### config.mk
export PLATFORM = sky130hd
export DESIGN_NAME = seq_slice_multiplier
export DESIGN_NICKNAME = d
export VERILOG_FILES = /design/src/rtl/seq_slice_multiplier.sv
export SDC_FILE = /design/constraint.sdc
export NUM_CORES = 1
export LEC_CHECK = 0
export BUFFER_PORTS_ARGS = -buffer_cell sky130_fd_sc_hd__buf_2
export CAP_MARGIN = 40
export CORE_ASPECT_RATIO = 1.1
export CORE_UTILIZATION = 40
export CTS_CLUSTER_DIAMETER = 40
export CTS_CLUSTER_SIZE = 40
export DETAILED_ROUTE_END_ITERATION = 8
export GPL_TIMING_DRIVEN = 0
export SYNTH_ARGS = -nofsm -noshare
export SYNTH_HDL_FRONTEND = slang
export SYNTH_SLANG_ARGS = --single-unit
### constraint.sdc
create_clock -name clock -period 11.1 [get_ports clock]
set_clock_uncertainty 0.15 [all_clocks]
set_input_delay 0.555 -clock clock [delete_from_list [all_inputs] [get_ports clock]]
set_output_delay 0.555 -clock clock [all_outputs]
set_load 0.05 [all_outputs]
### src/rtl/seq_slice_multiplier.sv
// Sequential WIDTH x WIDTH unsigned multiplier built around one shared
// SLICE x SLICE combinational multiplier. One slice pair is multiplied per
// cycle and the partial products are shift-accumulated into the result.
module seq_slice_multiplier #(
    parameter int unsigned WIDTH = 8,
    parameter int unsigned SLICE = 3
) (
    input  logic                 clock,
    input  logic                 reset,
    input  logic                 start,
    input  logic [WIDTH-1:0]     in1,
    input  logic [WIDTH-1:0]     in2,
    output logic                 busy,
    output logic                 done,
    output logic [2*WIDTH-1:0]   result,
    output logic [SLICE-1:0]     mul_a,
    output logic [SLICE-1:0]     mul_b,
    input  logic [2*SLICE-1:0]   mul_p
);

    localparam int unsigned NS = (WIDTH + SLICE - 1) / SLICE;
    // Operands are padded to a whole number of slices; the top slice is zero-extended.
    localparam int unsigned PW = NS * SLICE;
    localparam int unsigned AW = 2 * WIDTH;
    localparam int unsigned IW = (NS > 1) ? $clog2(NS) : 1;
    localparam logic [IW-1:0] LAST = IW'(NS - 1);

    typedef enum logic [1:0] {StIdle, StMul, StDone} state_e;

    state_e          r_state;
    state_e          w_state_next;
    logic [PW-1:0]   r_a;
    logic [PW-1:0]   r_b;
    logic [AW-1:0]   r_acc;
    logic [AW-1:0]   r_result;
    logic [IW-1:0]   r_i;
    logic [IW-1:0]   r_j;
    logic [AW-1:0]   w_pp;
    logic [AW-1:0]   w_sum;
    logic            w_last;

    assign result = r_result;
    assign w_last = (r_i == LAST) && (r_j == LAST);
    // Partial product weighted by the combined slice position; truncation is
    // harmless because the true sum never exceeds (2^WIDTH-1)^2.
    assign w_pp   = AW'(mul_p) << (SLICE * (32'(r_i) + 32'(r_j)));
    assign w_sum  = r_acc + w_pp;

    // State register with synchronous reset.
    always_ff @(posedge clock) begin
        if (reset) begin
            r_state <= StIdle;
        end else begin
            r_state <= w_state_next;
        end
    end

    // Next-state decode and status / shared-multiplier outputs.
    always_comb begin
        w_state_next = r_state;
        busy         = 1'b0;
        done         = 1'b0;
        mul_a        = '0;
        mul_b        = '0;
        unique case (r_state)
            StIdle: begin
                if (start) begin
                    w_state_next = StMul;
                end
            end
            StMul: begin
                busy  = 1'b1;
                mul_a = r_a[32'(r_i) * SLICE +: SLICE];
                mul_b = r_b[32'(r_j) * SLICE +: SLICE];
                if (w_last) begin
                    w_state_next = StDone;
                end
            end
            StDone: begin
                busy         = 1'b1;
                done         = 1'b1;
                w_state_next = StIdle;
            end
            default: begin
                w_state_next = StIdle;
            end
        endcase
    end

    // Operand latch, slice-pair counters, accumulator and result register.
    always_ff @(posedge clock) begin
        if (reset) begin
            r_a      <= '0;
            r_b      <= '0;
            r_acc    <= '0;
            r_result <= '0;
            r_i      <= '0;
            r_j      <= '0;
        end else begin
            case (r_state)
                StIdle: begin
                    if (start) begin
                        r_a   <= PW'(in1);
                        r_b   <= PW'(in2);
                        r_acc <= '0;
                        r_i   <= '0;
                        r_j   <= '0;
                    end
                end
                StMul: begin
                    r_acc <= w_sum;
                    if (w_last) begin
                        r_result <= w_sum;
                        r_i      <= '0;
                        r_j      <= '0;
                    end else if (r_j == LAST) begin
                        r_j <= '0;
                        r_i <= r_i + 1'b1;
                    end else begin
                        r_j <= r_j + 1'b1;
                    end
                end
                default: begin
                end
            endcase
        end
    end

endmodule

; After elaboration in Yosys (flattened, before gate mapping)
; Index checks and enable logic that the tools add are counted.
[word_totals]
ff_bits = 54
output_inout_bits = 24
word_cells = 49
[classes]
addsub = 4
n_mul = 3
n_eq_ne = 7
shifts = 3
mux = 16
reduce_logical = 9
[ops]
columns = operator, n
row1 = 16-bit case mux with 2 select lines, 1
row2 = 9-bit by 5-bit variable part select with 3-bit output, 2
row3 = 16-bit adder, 1
row4 = 16-bit 2-to-1 mux, 1
row5 = 6-bit by 5-bit << shifter with 16-bit output, 1
row6 = 2-bit 2-to-1 mux, 7
row7 = 2-bit case mux with 2 select lines, 3
row8 = "2-bit by 2-bit multiplier with 4-bit output, second input constant", 2
row9 = 2-bit AND reduction, 4
row10 = "2-bit equality test, second input constant", 3
row11 = 3-bit 2-to-1 mux, 2
row12 = "2-bit by 3-bit multiplier with 5-bit output, first input constant", 1
row13 = "2-bit by 1-bit adder with 2-bit output, second input constant", 2
row14 = "2-bit inequality test, second input constant", 2
row15 = 2-bit by 2-bit adder with 3-bit output, 1
row16 = "3-bit inequality test, second input constant", 1
row17 = 3-bit AND reduction, 1
row18 = "2-bit by 1-bit equality test with 1-bit output, second input constant", 1
row19 = 2-bit logical NOT, 1
row20 = 1-bit 2-to-1 mux, 2
row21 = 2-bit nonzero test, 1
row22 = 2-bit OR reduction, 1
row23 = 1-bit logical AND, 1

; Logic depth before layout (Yosys ltp)
[depth]
word_depth = 5
ltp_mapped = 20
ltp_nobuf = 20

; Least setup slack after synthesis
; OpenSTA, ideal clock, no wires.
[synth_timing]
path_type = reg2reg
startpoint = register r_j[1]
endpoint = register r_acc[14]
arrival_ps = 4315
path_slack_ps = 6540
path_stages_with_launch = 20
path_cell_list = dfxtp_1 > inv_1 > fa_1 > inv_1 > ha_1 > inv_1 > fa_1 > clkbuf_1 > buf_1 > nand2_1 > nor2_1 > ha_1 > inv_1 > fa_1 > and2b_1 > o2111ai_2 > a21oi_1 > o2111ai_1 > and2_1 > o311ai_1
[synth_via]
elab_chain_cells = 5
[synth_rtl]
columns = element, line_no
row1 = "start, declared", 37  ; logic [IW-1:0] r_j;
row2 = "start signal, assigned", 120  ; r_j <= r_j + 1'b1;
row3 = 2-bit by 2-bit adder with 3-bit output, 46  ; assign w_pp = AW'(mul_p) << (SLICE * (32'(r_i) + 32'(r_j)));
row4 = 2-bit by 3-bit multiplier with 5-bit output, 46
row5 = 6-bit by 5-bit << shifter with 16-bit output, 46
row6 = 16-bit adder, 47  ; assign w_sum = r_acc + w_pp;
row7 = 16-bit case mux with 2 select lines, 100  ; case (r_state)
row8 = "end signal, assigned", 111  ; r_acc <= w_sum;
row9 = "end, declared", 34  ; logic [AW-1:0] r_acc;
; Every way passes these cells.
; A chain may end at the register's enable or synchronous reset.

; Worst setup path after layout
; Same ends and word-level chain as after synthesis.

==> results by group <==
Synthesis
  – Asr flop ratio synth: 0
  – Post-Syn Nets: around 490
  – Post-synthesis cell type count: 60
  – Top-count cell post-synth: nand2_1
  – Register area share after synthesis: 0.3085
  – Mapped cell area: ~3500 µm²
  – Commonest cells post-synth: nand2_1 (71), dfxtp_1 (54), a21oi_1 (53), nor2_1 (39), ha_1 (22)
  – Synth Instances: 443
  – Area leader, netlist: dfxtp_1
  – Synth top area share: 0.3085
  – Flops & latches, synth: 54
  – Synth Flop Type: dfxtp_1
  – Synth warnings: 0
  – Top post-synthesis cells by area: dfxtp_1 (31%), ha_1 (7.9%), nand2_1 (7.6%)
  – Mapped Avg Cell Area: roughly 7.9 µm²
  – Number of enable flip-flop cells after synthesis: 0

Detailed routing
  – Initial DRC Count: between 100 and 150
  – DR WL/cell: between 10 and 15 µm
  – Post-route ant nets: 0
  – Drt drc: 0
  – Via count: approximately 3300
  – Drt pass-1 iters: 4
  – Final wirelength: slightly above 9000 µm
  – Vias per std cell: about 5.5

Cells and area
  – Area grow syn2layout: 13.50%
  – Design area: slightly below 4000 µm²
  – Share of cells above drive strength 1: 0.1627
  – Final net count: 547
  – ANT cells: 0
  – Fillers: approximately 900

STA
  – Max Freq: 190.8 MHz
  – Final setup viols: 0
  – Final hold viol count: 0
  – Period minus WS final: approximately 5200 ps
  – Slew Limit Fails: 0
  – Tcrit/Tclk final: 0.4722
  – Post-Route Setup TNS: 0 ps
  – Slew headroom: 0.5820
  – Measured slew at the worst slew-check pin: 627.0 ps
  – RSZ-0062 raised after global routing: false

CTS
  – Post-CTS sizing: 0
  – Clock-pin slew on the worst setup and hold paths: 100 ps
  – Post-CTS Setup Bufs: 0
  – Worst-skew pair later-pin latency: 310 ps
  – CTS sink cnt: 54
  – Longest Clk Path Bufs: 2
  – Clk root buf: clkbuf_8
  – Hold Buf Count CTS: 0
  – CTS buffer count: 5
  – CTS tree: yes
  – H-tree lvl count: 2

Global routing
  – Total GRT Usage: 0.2108
  – Largest net degree at the start of global routing: 18
  – Initial antenna violation count: 0
  – First-pass GRT wire length: about 15000 µm
  – Vias in the first global route: approximately 3100
  – GRT overflow: 0

Setup path
  – Crit. End Element: register
  – Worst-path cell chain: inv_1 -> fa_1 -> inv_1 -> ha_1 -> inv_1 -> fa_1 -> clkbuf_1 -> buf_1 -> nand2_1 -> nor2_1 -> ha_1 -> inv_1 -> fa_1 -> and2b_1 -> o2111ai_2 -> a21oi_1 -> o2111ai_1 -> and2_1 -> o311ai_1
  – Reg2reg path depth: 19
  – Slowest CP cell: fa_1
  – Worst Path Required: 11170 ps
  – Crit path arrival time: between 5000 and 6000 ps
  – Critical-path maximum fanout: 10
  – Crit path kind: register to register
  – Cell mode on critical path: inv_1
  – Crit path largest cell delay: roughly 550 ps
  – Critical path startpoint category: register

Worst hold path
  – Worst hold path cell count: 2
  – Hold WC Path Type: register to register

Floorplanning
  – Die Ht: between 100 and 150 µm
  – # IOs: ~50
  – Die Width: 91.25 µm
  – Std cell rows: 35
  – Starting density of the core: 0.4147
  – Die area: about 9100 µm²
  – Core Box Area: between 8000 and 9000 µm²

Power
  – Leak: ~0.0017 µW
  – Pwr/cell area: just over 100 nW/µm²
  – VDD IR max: around 0.000067 V

Placed design
  – Post-DP HPWL: ~7000 µm
  – DP Area: 3879 µm²
  – Routability cong.: around 0.89
  – PortBufs: 47

Status
  – Status: complete, no violations

Flow run
  – # Max-Cap Violations: 0
layer usage:
metal,part of all wire,vias to the layer above,track usage
met3,0.035,12,0.03106
met2,0.48,80,0.3718
met5,0,-,0
li1,-,1673,-
met1,0.47,1561,0.2653
met4,0.020,0,0.06716
sequential cells by signal (all words and copies together), names as in the netlist:
name / count
r_i: 2
r_a: 8
r_state: 2
r_j: 2
result: 16
r_b: 8
r_acc: 16
stage by stage:
step / hold slack [ps] / util / std cells / setup slack, ps / total power, µW
5_1_grt: 303.5 / 0.4706 / 609 / 5412 / 429.3
3_5_place_dp: 293.9 / 0.4589 / 601 / 5898 / 290.4
2_1_floorplan: 281.5 / - / 443 / 6540 / 267.8
6_report: 304.1 / 0.4706 / 609 / 5859 / 406.1
3_3_place_gp: 289.6 / 0.4589 / 601 / 5962 / 289.7
4_1_cts: 309.4 / 0.4706 / 609 / 5864 / 412.3
power by group:
group          switching, µW  internal (µW)
Combinational           52.8           30.4
Clock                   68.4           51.5
Sequential              3.21            200
Total                    124            282
placed cells by master (no fill, tap or decap), types with 4 or more instances in the layout:
cell type / synthesis / routed
nand2b_1: 5 / 5
a21oi_1: 53 / 53
xnor2_1: 8 / 8
xor2_1: 4 / 4
inv_1: 16 / 16
ha_1: 22 / 22
a22oi_1: 9 / 9
mux2_2: 4 / 4
o21a_1: 5 / 5
buf_1: 4 / 4
buf_4: 4 / 4
nor3_1: 6 / 6
mux2i_1: 10 / 10
clkbuf_8: 0 / 6
nor2_1: 39 / 39
nand3_1: 15 / 15
a31oi_1: 4 / 4
o22ai_1: 5 / 5
and3_1: 7 / 7
buf_2: 4 / 51
o21ai_0: 11 / 11
clkbuf_1: 13 / 13
and2_1: 10 / 10
a21o_1: 8 / 8
nand2_1: 71 / 71
dfxtp_1: 54 / 54
layout make-up:
type	instances	area, µm²	share of cell area
Buffer	26	125.1	0.03146
Timing Repair Buffer	47	235.2	0.05914
Clock inverter	2	16.27	0.004089
Sequential cell	54	1081	0.2718
Clock buffer	6	82.58	0.02076
Tap cell	111	138.9	0.03492
Inverter	16	60.06	0.01510
Multi-Input combinational cell	347	2238	0.5628
worst max-delay path: cells and delay by family (launching register included):
family                     cells  cell delay [ps]
AOI/OAI and AO/OA              4              910
and+or+nand+nor                4              720
adders and majority gates      5             1840
DFF                            1              500
buffers and inverters          6             1020
cell families after synthesis:
logic type,synth area share
adder cells (fa/ha/maj),0.09568
buffers and inverters,0.05284
flip-flops,0.3085
AO/OA/AOI/OAI,0.2313
AND/OR/NAND/NOR,0.2338
XOR/XNOR,0.02999
multiplexers,0.04784
worst paths after layout:
kind	start	end	slack, ps
setup / recovery	r_j[1]	r_acc[14]	5860
hold reg to reg	result[11]	result[11]	300
hold / removal	result[11]	result[11]	300
setup reg to reg	r_j[1]	r_acc[14]	5860
Power figures use the tool's default switching activity.
